`src/rtl/multicycle_ctrl.sv`:
```
// Multi-cycle RV32I control sequencer: fetch/decode/execute/mem/writeback FSM.
// Optional illegal-opcode trap to HALT: MULTICYCLE_CTRL_ILLEGAL_TRAP_EN.
module multicycle_ctrl #(
  parameter int Width = 32
) (
  input  logic             clk,
  input  logic             rst_n,
  input  logic [Width-1:0] instr,
  input  logic             zero,
  input  logic             mem_ready,
  output logic             mem_req,
  output logic             AdrSrc,
  output logic             IRWrite,
  output logic             PCWrite,
  output logic             MemWrite,
  output logic             RegWrite,
  output logic [1:0]       ImmSrc,
  output logic [1:0]       ALUSrcA,
  output logic [1:0]       ALUSrcB,
  output logic [2:0]       ALUControl,
  output logic [1:0]       ResultSrc,
  output logic             retire,
  output logic             illegal,
  output logic [3:0]       state
);

  typedef enum logic [3:0] {
    FETCH    = 4'd0,
    DECODE   = 4'd1,
    MEMADR   = 4'd2,
    MEMREAD  = 4'd3,
    MEMWB    = 4'd4,
    MEMWRITE = 4'd5,
    EXECR    = 4'd6,
    EXECI    = 4'd7,
    ALUWB    = 4'd8,
    BRANCH   = 4'd9
`ifdef MULTICYCLE_CTRL_ILLEGAL_TRAP_EN
    , HALT   = 4'd10
`endif
  } state_t;

  state_t st_q, st_d;

  logic [6:0] op;
  logic [2:0] f3;
  logic       f7b5;
  logic       is_ld, is_st, is_r, is_i, is_br;
  logic       unused;

  assign op    = instr[6:0];
  assign f3    = instr[14:12];
  assign f7b5  = instr[30];
  assign is_ld = op == 7'b0000011;
  assign is_st = op == 7'b0100011;
  assign is_r  = op == 7'b0110011;
  assign is_i  = op == 7'b0010011;
  assign is_br = op == 7'b1100011;

  assign unused = ^{instr[31], instr[29:15], instr[11:7]};

  function automatic logic [2:0] alu_dec(
    input logic [2:0] f,
    input logic       s
  );
    logic [2:0] r;
    unique case (f)
      3'b000:  r = s ? 3'b001 : 3'b000;
      3'b111:  r = 3'b010;
      3'b110:  r = 3'b011;
      3'b010:  r = 3'b101;
      default: r = 3'b000;
    endcase
    return r;
  endfunction

  always_ff @(posedge clk or negedge rst_n) begin
    if (!rst_n) st_q <= FETCH;
    else        st_q <= st_d;
  end

  always_comb begin
    st_d       = st_q;
    mem_req    = 1'b0;
    AdrSrc     = 1'b0;
    IRWrite    = 1'b0;
    PCWrite    = 1'b0;
    MemWrite   = 1'b0;
    RegWrite   = 1'b0;
    retire     = 1'b0;
    ImmSrc     = 2'b00;
    ALUSrcA    = 2'b00;
    ALUSrcB    = 2'b00;
    ALUControl = 3'b000;
    ResultSrc  = 2'b00;
    // Reset gates every output so an aborted instruction leaves no strobe.
    if (rst_n) begin
      ImmSrc = is_st ? 2'b01 : (is_br ? 2'b10 : 2'b00);
      unique case (st_q)
        FETCH: begin
          mem_req   = 1'b1;
          ALUSrcB   = 2'b10;
          ResultSrc = 2'b10;
          IRWrite   = mem_ready;
          PCWrite   = mem_ready;
          if (mem_ready) st_d = DECODE;
        end
        DECODE: begin
          ALUSrcA = 2'b01;
          ALUSrcB = 2'b01;
          unique case (1'b1)
            is_ld, is_st: st_d = MEMADR;
            is_r:         st_d = EXECR;
            is_i:         st_d = EXECI;
            is_br:        st_d = BRANCH;
            default: begin
`ifdef MULTICYCLE_CTRL_ILLEGAL_TRAP_EN
              st_d = HALT;
`else
              st_d   = FETCH;
              retire = 1'b1;
`endif
            end
          endcase
        end
        MEMADR: begin
          ALUSrcA = 2'b10;
          ALUSrcB = 2'b01;
          st_d    = is_st ? MEMWRITE : MEMREAD;
        end
        MEMREAD: begin
          mem_req = 1'b1;
          AdrSrc  = 1'b1;
          if (mem_ready) st_d = MEMWB;
        end
        MEMWB: begin
          ResultSrc = 2'b01;
          RegWrite  = 1'b1;
          retire    = 1'b1;
          st_d      = FETCH;
        end
        MEMWRITE: begin
          mem_req  = 1'b1;
          AdrSrc   = 1'b1;
          MemWrite = mem_ready;
          retire   = mem_ready;
          if (mem_ready) st_d = FETCH;
        end
        EXECR: begin
          ALUSrcA    = 2'b10;
          ALUControl = alu_dec(f3, f7b5);
          st_d       = ALUWB;
        end
        EXECI: begin
          ALUSrcA    = 2'b10;
          ALUSrcB    = 2'b01;
          ALUControl = alu_dec(f3, 1'b0);
          st_d       = ALUWB;
        end
        ALUWB: begin
          RegWrite = 1'b1;
          retire   = 1'b1;
          st_d     = FETCH;
        end
        BRANCH: begin
          ALUSrcA    = 2'b10;
          ALUControl = 3'b001;
          PCWrite    = (f3 == 3'b000) ? zero :
                       (f3 == 3'b001) ? !zero : 1'b0;
          retire     = 1'b1;
          st_d       = FETCH;
        end
`ifdef MULTICYCLE_CTRL_ILLEGAL_TRAP_EN
        HALT: st_d = HALT;
`endif
        default: st_d = FETCH;
      endcase
    end
  end

`ifdef MULTICYCLE_CTRL_ILLEGAL_TRAP_EN
  assign illegal = st_q == HALT;
`else
  assign illegal = 1'b0;
`endif

  assign state = st_q;

endmodule
```
`config.mk`:
```
export PLATFORM = sky130hd
export DESIGN_NAME = multicycle_ctrl
export DESIGN_NICKNAME = d
export VERILOG_FILES = /design/src/rtl/multicycle_ctrl.sv
export SDC_FILE = /design/constraint.sdc
export NUM_CORES = 1
export LEC_CHECK = 0
export CORE_MARGIN = 5
export CORE_UTILIZATION = 32
export CTS_CLUSTER_DIAMETER = 50
export DETAILED_ROUTE_END_ITERATION = 8
export MAX_ROUTING_LAYER = met4
export PLACE_DENSITY = 0.85
export SLEW_MARGIN = 15
export SYNTH_ARGS = -nofsm -noshare
export SYNTH_HDL_FRONTEND = slang
export SYNTH_SLANG_ARGS = --single-unit
```
`constraint.sdc`:
```
create_clock -name clk -period 4.4 [get_ports clk]
set_input_delay 1.32 -clock clk [delete_from_list [all_inputs] [get_ports clk]]
set_output_delay 1.32 -clock clk [all_outputs]
set_load 0.01 [all_outputs]
```
After elaboration in Yosys (flattened, before gate mapping)
Cells that the tools add are included. Widths: inputs -> output; s select.

Eq/ne operators: 21. Mux-type cells: 37. Reductions and logical operators: 13.

Operator list (number): $pmux 4 s6 (1); $pmux 3 s3 (2); $eq 4x3->1 const B (4); $mux 1 (16); $pmux 4 s4 (1); $eq 7x6->1 const B (2); $mux 2 (6); $mux 4 (3); $pmux 2 s2 (3); $pmux 3 s4 (1); $reduce_or 3->1 (3); $eq 4x2->1 const B (2); $eq 4x4->1 const B (2); $reduce_or 2->1 (4); $eq 7x2->1 const B (1); $eq 7x5->1 const B (1); $eq 7x7->1 const B (1); $eq 3x3->1 const B (2); $mux 3 (2); $ne 2x2->1 const B (3); $reduce_or 5->1 (1); $eq 4x1->1 const B (1); $logic_not 4->1 (1); $reduce_and 4->1 (1); 7 further kinds (7).

Flip-flop bits (word level): 4. Logic and storage cells: 72.

Logic depth before layout (Yosys ltp)
Word-level depth: 5. Depth in mapped cells: 5. Depth with buffers taken out: 4.

Worst setup path after synthesis
OpenSTA, ideal clock, no wires.

Kind: input to output. From: input rst_n. To: output PCWrite. Arrival: 2.245 ns. Setup slack: 0.835 ns. Cell stages on the path: 4. Path buffers: 0. Cells stage by stage: or3b_4 -> nor3_2 -> and2_2 -> a41o_2.

Word-level cells in the longest chain between the ends: 1.

RTL lines: start: declaration (line 7) `input logic rst_n,`; $mux 1 (line 97) `if (rst_n) begin`; end: declaration (line 14) `output logic PCWrite,`.

No other way between the ends.

Worst setup path after layout
From: input instr[2]. To: output retire.

Word-level cells in the longest chain between the ends: 5. Elaborated cells on any way between the ends: 9. Those cells by class: 5 x eq/ne; 3 x mux; 1 x reduce/logical.

RTL lines: start: declaration (line 8) `input logic [Width-1:0] instr,`; $eq 7x2->1 (tied with other cells) (line 54) `assign is_ld = op == 7'b0000011;`; $reduce_or 5->1 (no line) (*); $mux 1 (*) (line 111) `unique case (1'b1)`; $pmux 1 s3 (*) (line 99) `unique case (st_q)`; $mux 1 (*) (line 97); end: declaration (line 22) `output logic retire,`.

Every way passes the cells marked *; elsewhere a longest branch is shown, timed or not.

==> run metrics <==
status=complete, no violations; total placed cells including tap cells=145; Antenna Cells=0; fin crit share=0.985; H-tree Lvls=1; Max-Cap Viols=0; DPL Wire Length=1560 um; commonest non-fill, non-tap cell in the layout=clkdlybuf4s50_1; final setup fails=0; Seq/Total Area, Yosys=0.161; final-report hold violation count=0; R2R setup slack=2.73 ns; first-pass GRT wire length=3390 um; Fill cells=182; sequence of cells on the critical path=clkdlybuf4s50_1, nand4bb_1, nor3_2, nor3b_1, o21a_1, clkdlybuf4s50_1; CP Launch Type=primary input; PwrDens=301 nW/um^2; Fmax achieved=0.231 GHz; post-place setup slack=-0.0382 ns; Tmin final=4.34 ns; CTS Buffer Depth=2; critical path type=in -> out; drt pass-1 iters=4; Syn Inst Count=82; largest net degree at the start of global routing=19; Slowest Stage Delay on Critical Path=0.47 ns; Initial Util=0.328; # hold bufs at CTS=0; Total Wirelength=2000 um; Synthesized Nets=118; total power=0.310 mW; reg-to-reg critical path endpoint=state[2]$_DFFE_PN0P_; most area-hungry cell type in the Yosys netlist=dfrtp_1; CTS Root Cell=clkbuf_4; full die area=2930 sq um; max-slew violation count=0; endpoint with the worst hold slack=state[2]$_DFFE_PN0P_; Crit path buffers/inverters=2; top-area cell type share of the netlist area=0.161; die height=54.1 um; Die X=54.1 um; Post-Syn Area=623 sq um; clock transition at the registers of the reported paths=0.04 ns; Critical Path RT=3.08 ns; RR Startpoint=state[1]$_DFFE_PN0P_; reg2reg path depth=4; row count=16; Worst Setup Slack, final=0.0643 ns; routed len/inst=13.5 um; cell mode on critical path=clkdlybuf4s50_1; Ys Warns=0; share of cells above drive strength 1=0.140; commonest non-fill, non-tap cells in the layout=clkdlybuf4s50_1 (33), nor2_1 (9), nand2_1 (7), nor3_1 (6), buf_4 (6); CTS Buf Count=3; gpl congestion=0.830; crit path max fanout=3; Hold Path Class=reg -> reg; Worst EP arrival=3.02 ns; Clock Skew=0.00128 ns; drt via density=5.25; TritonCTS clock tree=built; Skew-Pair Late Insertion Delay=0.24 ns; Peak VDD IR=0.000135 V; Unique masters post-synth=36; Leakage=0.435 nW; Area after DPL=998 sq um; gr usage total=0.160; Cell Count, Final, Fillers Out=148; CP delay by family, top=buffers and inverters; Worst Setup SP=instr[2]; crit path capture type=primary output; DR vias=777; total gr overflow=0; Yosys reg bits=4; Synth Area per Inst=7.60 sq um; port bufs=36; boundary pin count=59; min-delay src=state[2]$_DFFE_PN0P_; critical path's slowest cell=clkdlybuf4s50_1; post-route cell area=1030 sq um; CORE AREA=1900 sq um; Hold Crit Depth=1; # DRC=0; max reg flops=4; Final #Nets=159; Synth area leaders=dfrtp_1 (16%), clkbuf_8 (6.6%), nor2_1 (6.0%), nor3_1 (5.6%), nand2_1 (4.2%); vias in the first global route=808; area grow syn2layout=65.7%; CTS sink cnt=4; initial antenna violation count=0; Initial DRC Count=9; Final ANT Viol Nets=0
## logic make-up (layout without fill, tap and decap cells)
logic type             count (synthesis)  after routing  share of synthesized area
AO/OA/AOI/OAI                         23             23                      0.303
other                                  1              1                    0.00602
multiplexers                           1              1                     0.0161
AND/OR/NAND/NOR                       41             41                      0.359
XOR/XNOR                               2              2                     0.0281
buffers and inverters                 10             49                      0.126
flip-flops                             4              4                      0.161
## Yosys cell counts
cell type	instances
nor2_1	10
nand2_1	7
nor3_1	7
a21oi_1	4
dfrtp_1	4
inv_1	4
buf_4	3
clkbuf_8	3
nand2b_1	3
o21a_1	3
o2bb2ai_1	3
o311ai_0	3
and2_1	2
nor2b_1	2
nor3b_1	2
xor2_1	2
a21boi_0	1
a21oi_2	1
a22oi_1	1
a31oi_1	1
a41o_2	1
and2_2	1
and3_1	1
and4_1	1
conb_1	1
mux2i_1	1
nand3_1	1
nand4bb_1	1
nor3_2	1
nor4_1	1
o211a_1	1
o21ai_0	1
o31a_1	1
o31ai_1	1
o31ai_4	1
or3b_4	1
## power by group
part	internal, mW	switching, mW	total (mW)
logic	0.108	0.0886	0.197
clock network	0.0305	0.0150	0.0455
registers	0.0432	0.0247	0.0679
total	0.182	0.128	0.310
## worst max-delay path by stage
stage	endpoint	slack, ns	cells past startpoint
2_1_floorplan	PCWrite	0.84	4
3_3_place_gp	PCWrite	-0.05	6
3_5_place_dp	PCWrite	-0.04	6
4_1_cts	IRWrite	0.03	5
5_1_grt	retire	-0.02	6
6_report	retire	0.06	6
## area by class of cell
type	instances	area (sq um)	area share
clock buffer	3	22.5	0.0218
tap	27	33.8	0.0327
multi-input combinational	68	452	0.438
inverter	4	15.0	0.0145
sequential	4	100	0.0970
timing repair buffer	42	409	0.396
## metrics by stage
| step | utilization | hold slack (ns) | setup TNS, ns |
|---|---|---|---|
| 6_report | 0.543 | 0.760 | 0 |
| 5_1_grt | 0.543 | 0.808 | -0.0196 |
| 4_1_cts | 0.536 | 0.759 | 0 |
| 3_5_place_dp | 0.525 | 0.754 | -0.0382 |
| 3_3_place_gp | 0.525 | 0.734 | -0.0484 |
| 2_1_floorplan | - | 0.724 | 0 |
## routing by layer
| metal | up-vias | track usage | routed length (um) |
|---|---|---|---|
| li1 | 381 | - | - |
| met1 | 362 | 0.193 | 839 |
| met2 | 29 | 0.259 | 1030 |
| met3 | 5 | 0.0249 | 89 |
| met4 | 0 | 0.0747 | 36 |
| met5 | - | - | 0 |
## timing repair
action | in CTS | in global routing
hold endpoints to repair | 0 | 0
endpoints found under the setup margin | 1 | 5
setup buffers | 0 | 0
resized for setup | 1 | 4
(Power assumes the default switching activity.)
